**src/rtl/wam_mol.sv**
```systemverilog
// rtl/wam_mol.sv - mole field engine: spawns, ages out and judges hits on 16 holes
//
// Optional feature macro: WAM_MOL_PAUSE_EN (adds the pause input)
//
// Ports:
//   clk_19    in   1   game clock, rising edge
//   start     in   1   synchronous active-high reset / new game
//   tick      in   1   one-cycle game-step enable
//   age       in   4   mole lifetime in ticks (0 treated as 1)
//   rto       in   8   spawn threshold
//   hit       in  16   per-hole touch pulses
//   pause     in   1   freeze play (only with WAM_MOL_PAUSE_EN)
//   mole      out 16   visible moles
//   live_cnt  out  3   popcount of mole, saturated to 7
//   hit_ok    out  1   at least one valid hit this cycle
//   hit_num   out  5   number of valid hits this cycle
//   whiff     out  1   a touch landed on an empty hole
//   miss      out  1   at least one mole expired unhit

module wam_mol #(
    parameter int          NHOLE   = 16,
    parameter int          MAXLIVE = 4,
    parameter logic [15:0] SEED    = 16'hACE1
) (
    input  logic        clk_19,
    input  logic        start,
    input  logic        tick,
    input  logic [3:0]  age,
    input  logic [7:0]  rto,
    input  logic [15:0] hit,
`ifdef WAM_MOL_PAUSE_EN
    input  logic        pause,
`endif
    output logic [15:0] mole,
    output logic [2:0]  live_cnt,
    output logic        hit_ok,
    output logic [4:0]  hit_num,
    output logic        whiff,
    output logic        miss
);

    // Hole index is 4 bits, so the field is always 16 wide.
    localparam int NH = 16;

    // Per-hole remaining lifetime; 0 means the hole is empty.
    logic [3:0]  cnt   [NH];
    logic [3:0]  cnt_n [NH];
    logic [15:0] lfsr;
    logic [15:0] lfsr_n;

    logic        run;
    logic        tick_e;
    logic [15:0] hit_e;
    logic [3:0]  idx;
    logic [7:0]  rnd;
    logic [3:0]  age_eff;
    logic        spawn_ok;
    logic        live_lt_max;
    logic [15:0] hit_v;
    logic [15:0] mole_n;
    logic        whiff_n;
    logic        miss_n;
    logic [4:0]  live_sum;
    logic [4:0]  hit_sum;
    logic [2:0]  live_n;

    always_comb begin
`ifdef WAM_MOL_PAUSE_EN
        run = ~pause;
`else
        run = 1'b1;
`endif
        tick_e  = tick & run;
        hit_e   = hit & {16{run}};

        // Draws come from the pre-advance LFSR value.
        idx     = lfsr[3:0];
        rnd     = lfsr[15:8];
        age_eff = (age == 4'd0) ? 4'd1 : age;

        // Fibonacci taps 16,14,13,11 -> bits 15,13,12,10.
        lfsr_n  = {lfsr[14:0], lfsr[15] ^ lfsr[13] ^ lfsr[12] ^ lfsr[10]};

        hit_v   = '0;
        whiff_n = 1'b0;
        miss_n  = 1'b0;
        for (int i = 0; i < NH; i++) begin
            cnt_n[i] = cnt[i];
            if (hit_e[i] && (cnt[i] != 4'd0)) begin
                // A hit beats expiry on the same cycle: no miss for this hole.
                cnt_n[i] = 4'd0;
                hit_v[i] = 1'b1;
            end else if (hit_e[i]) begin
                whiff_n = 1'b1;
            end else if (tick_e && (cnt[i] != 4'd0)) begin
                if (cnt[i] == 4'd1) begin
                    cnt_n[i] = 4'd0;
                    miss_n   = 1'b1;
                end else begin
                    cnt_n[i] = cnt[i] - 4'd1;
                end
            end
        end

        // Occupancy limit uses the registered count, not the post-hit count.
        live_lt_max = (32'(live_cnt) < MAXLIVE);
        spawn_ok    = tick_e && (cnt[idx] == 4'd0) && !hit_e[idx] &&
                      (rnd < rto) && live_lt_max;
        // idx is empty at cycle start, so nothing above touched cnt_n[idx].
        if (spawn_ok) begin
            cnt_n[idx] = age_eff;
        end

        live_sum = '0;
        hit_sum  = '0;
        for (int i = 0; i < NH; i++) begin
            mole_n[i] = (cnt_n[i] != 4'd0);
            live_sum  = live_sum + 5'(mole_n[i]);
            hit_sum   = hit_sum + 5'(hit_v[i]);
        end
        live_n = (live_sum > 5'd7) ? 3'd7 : live_sum[2:0];
    end

    always_ff @(posedge clk_19) begin
        if (start) begin
            for (int i = 0; i < NH; i++) begin
                cnt[i] <= 4'd0;
            end
            lfsr     <= SEED;
            mole     <= '0;
            live_cnt <= '0;
            hit_ok   <= 1'b0;
            hit_num  <= '0;
            whiff    <= 1'b0;
            miss     <= 1'b0;
        end else begin
            for (int i = 0; i < NH; i++) begin
                cnt[i] <= cnt_n[i];
            end
            lfsr     <= lfsr_n;
            mole     <= mole_n;
            live_cnt <= live_n;
            hit_ok   <= (hit_sum != 5'd0);
            hit_num  <= hit_sum;
            whiff    <= whiff_n;
            miss     <= miss_n;
        end
    end

endmodule
```
**config.mk**
```make
export PLATFORM = sky130hd
export DESIGN_NAME = wam_mol
export DESIGN_NICKNAME = d
export VERILOG_FILES = /design/src/rtl/wam_mol.sv
export SDC_FILE = /design/constraint.sdc
export NUM_CORES = 1
export LEC_CHECK = 0
export ABC_AREA = 1
export CAP_MARGIN = 10
export CORE_MARGIN = 5
export CORE_UTILIZATION = 35
export CTS_CLUSTER_SIZE = 14
export DETAILED_ROUTE_END_ITERATION = 10
export PLACE_DENSITY_LB_ADDON = 0.2
export SLEW_MARGIN = 0
export SYNTH_ARGS = -nofsm -noshare
export SYNTH_HDL_FRONTEND = slang
export SYNTH_SLANG_ARGS = --single-unit
export TNS_END_PERCENT = 30
```
**constraint.sdc**
```tcl
create_clock -name clk_19 -period 8.1 [get_ports clk_19]
set_clock_uncertainty 0.1 [all_clocks]
set_input_delay 1.62 -clock clk_19 [delete_from_list [all_inputs] [get_ports clk_19]]
set_output_delay 1.62 -clock clk_19 [all_outputs]
set_load 0.005 [all_outputs]
```
==> results of run 1 <==
==> registers in the layout, summed over array words and instances, names as in the netlist <==
| name | flops |
|---|---|
| cnt | 64 |
| lfsr | 16 |
| mole | 16 |
| hit_num | 5 |
| live_cnt | 3 |
| hit_ok | 1 |
| miss | 1 |
| whiff | 1 |
==> where the power goes <==
group | internal, mW | switching, mW
Combinational | 0.507 | 0.770
Sequential | 0.593 | 0.0351
Clock | 0.283 | 0.216
Total | 1.38 | 1.02
==> worst max-delay path: cells and delay by family <==
family,cells,cell delay [ns]
AOI/OAI and AO/OA,4,0.60
buffers and inverters,7,1.26
adders and majority gates,6,2.63
and+or+nand+nor,11,1.35
==> logic make-up (layout without fill, tap and decap cells) <==
kind of cell	Yosys count	after routing	share of synthesized area, %
adders and majority gates	84	84	15.1
DFF	107	107	26.9
AOI/OAI and AO/OA	105	105	7.82
xor gates and xnor gates	26	26	2.86
and+or+nand+nor	684	684	37.5
buffers and inverters	198	253	9.89
==> path summary, 6_finish.rpt <==
path	startpoint	slack, ns	cells after the start	to
worst max-delay path	hit[15]	0.80	28	live_cnt[0]
worst min register to register	lfsr[7]	0.31	2	lfsr[8]
worst max register to register	cnt[14][2]	2.19	27	live_cnt[0]
worst min-delay path	lfsr[7]	0.31	2	lfsr[8]
==> area by class of cell <==
type,instances,area (µm²),area share (%)
Timing Repair Buffer,72,693,7.54
Inverter,165,619,6.74
Sequential cell,107,2140,23.3
Tap cell,285,357,3.88
Clock inverter,6,96.3,1.05
Multi-Input combinational cell,899,5040,54.9
Clock buffer,10,239,2.60
==> stage by stage <==
step,power [mW],std cells
after global placement,1.94,1528
after floorplan,1.55,1204
final,2.40,1544
after detailed placement,1.92,1528
after CTS,2.44,1544
after global routing,2.70,1544
==> cell usage in the layout, fill, tap and decap left out, drive strengths merged, types with 5 or more instances in the layout <==
master,Yosys,layout
o211ai,10,10
o22ai,11,11
nand2,308,308
nand4,73,73
ha,64,64
xor2,13,13
fa,20,20
inv,165,166
nor4,5,5
xnor2,13,13
clkbuf,24,10
nand3,79,79
a21oi,25,25
buf,9,16
o21ai,40,40
nor3,7,7
nor2,196,196
or2,8,8
clkdlybuf4s50,0,56
nor3b,7,7
dfxtp,107,107
==> routing by layer <==
| layer | part of all wire [%] | vias to the layer above | global-route usage (%) |
|---|---|---|---|
| met2 | 46 | 181 | 30.8 |
| met5 | 0.056 | - | 0 |
| met3 | 5.5 | 31 | 3.08 |
| met1 | 45 | 3511 | 23.1 |
| li1 | - | 3967 | - |
| met4 | 2.7 | 2 | 6.59 |
==> summary.md, run 1 <==
| Metric | Value |
|---|---|
| Post-CTS setup buffer count | `0` |
| Post-DR wirelength/cell | `15.2 µm` |
| DRC viols | `0` |
| Yosys warns | `0` |
| Post-cts repair resize count | `0` |
| TritonCTS Buffers | `9` |
| Status | `finished clean` |
| Syn Nets | `~1300` |
| GRT Util Overall | `18.1%` |
| Core Region | `about 23000 µm²` |
| Vias in the first global route | `between 7000 and 8000` |
| Crit path max fanout | `45` |
| Ports | `58` |
| Hold slack final | `0.313 ns` |
| Final period util | `90.1%` |
| Post-synth top area cell | `dfxtp_1` |
| PD cells | `roughly 260 nW/µm²` |
| Slowest CP cell | `clkdlybuf4s50_1` |
| Post-synth EDFFs | `0` |
| # setup viols final | `0` |
| Slew Limit Fails | `0` |
| IO Port Bufs | `57` |
| Detail Placement HPWL | `18500 µm` |
| DP Area | `roughly 9000 µm²` |
| Arr. time, crit path | `about 7.5 ns` |
| GR Overflow Total | `0` |
| Clock sink total | `107` |
| Pleak | `4.46 nW` |
| Layout cells sized above 1 | `under 10%` |
| Finished Cell Area | `just over 9000 µm²` |
| Most frequent cells after synthesis | `307 x nand2_1, 174 x nor2_1, 159 x inv_1, 107 x dfxtp_1, 78 x nand3_1` |
| DR iter-0 viols | `between 500 and 600` |
| H-tree depth | `3` |
| CTS tree | `built` |
| CP required | `approximately 8.3 ns` |
| Routed Wire Length | `between 20000 and 25000 µm` |
| Share of the synthesized area in the top cell type | `between 20% and 30%` |
| Die X | `about 160 µm` |
| Top-count cell post-synth | `nand2_1` |
| Max clock buf depth | `2` |
| Synth Cell Area | `about 8000 µm²` |
| Fillers | `about 2400` |
| DRT Pass-1 Iters | `5` |
| Root Buffer Master | `clkbuf_16` |
| Max_cap viols | `0` |
| Slew @ Worst Pin | `between 0.8 and 0.9 ns` |
| Vias per cell | `about 5.0` |
| Startpoint types | `primary input` |
| Global-route wire length before repair | `approximately 37000 µm` |
| Hold Path Class | `reg2reg` |
| RSZ-0062 raised after global routing | `false` |
| Critical path class | `in2reg` |
| Synthesized netlist cell count | `roughly 1200` |
| Mean cell area of the mapped netlist | `6.62 µm²` |
| Clock Latency Late Sink | `between 0.3 and 0.4 ns` |
| Num rows | `55` |
| Final hold viol count | `0` |
| Fmax | `~0.14 GHz` |
| Die ar. | `approximately 26000 µm²` |
| Synthesis-to-layout area growth | `15.3%` |
| Die Height | `roughly 160 µm` |
| PnR worst setup slack | `0.801 ns` |
| Worst Setup End Kind | `flip-flop` |
| ANT cells | `0` |
| Clock-pin slew on the worst setup and hold paths | `around 0.080 ns` |
| Primary FF master, synth | `dfxtp_1` |
| Seq cells post-synth | `107` |
| Setup_tns | `0 ns` |
| Sequential share of the synthesized area | `26.9%` |
| Final #Nets | `roughly 1400` |
| Pin count of the biggest net entering global routing | `85` |
| Top cells by area, synth | `dfxtp_1 27%, nand2_1 14%, ha_1 10%, nor2_1 8.2%, inv_1 7.5%` |
| Hold buffer count at cts | `0` |
| Layout Utilization | `40.8%` |
| ANT nets after route | `0` |
| Routability congestion estimate | `slightly below 1` |
| Via Count | `between 7000 and 8000` |
| Final period demand of the worst path | `between 7 and 8 ns` |
| Initial antenna violation count | `1` |
| Slew margin rel. | `between 40% and 50%` |
| Max stage delay on crit path | `0.56 ns` |
| Post-synth cell types | `roughly 40` |
| Initial Util | `35.4%` |
| VDD IR max | `0.000209 V` |
| FFs w/ async S/R, synth | `0%` |
| DP Worst Slack | `about 0.45 ns` |
No activity file was read; power rests on OpenSTA's default activity.
==> run 2: changes to the inputs <==
SLEW_MARGIN = default   (was 0)
==> results of run 2 <==
Final layout, timing and power as in run 1 (identical DEF).
==> run 3: changes to the inputs <==
SLEW_MARGIN = 30   (was default)
==> results of run 3 <==
Final layout, timing and power as in run 1 (identical DEF).
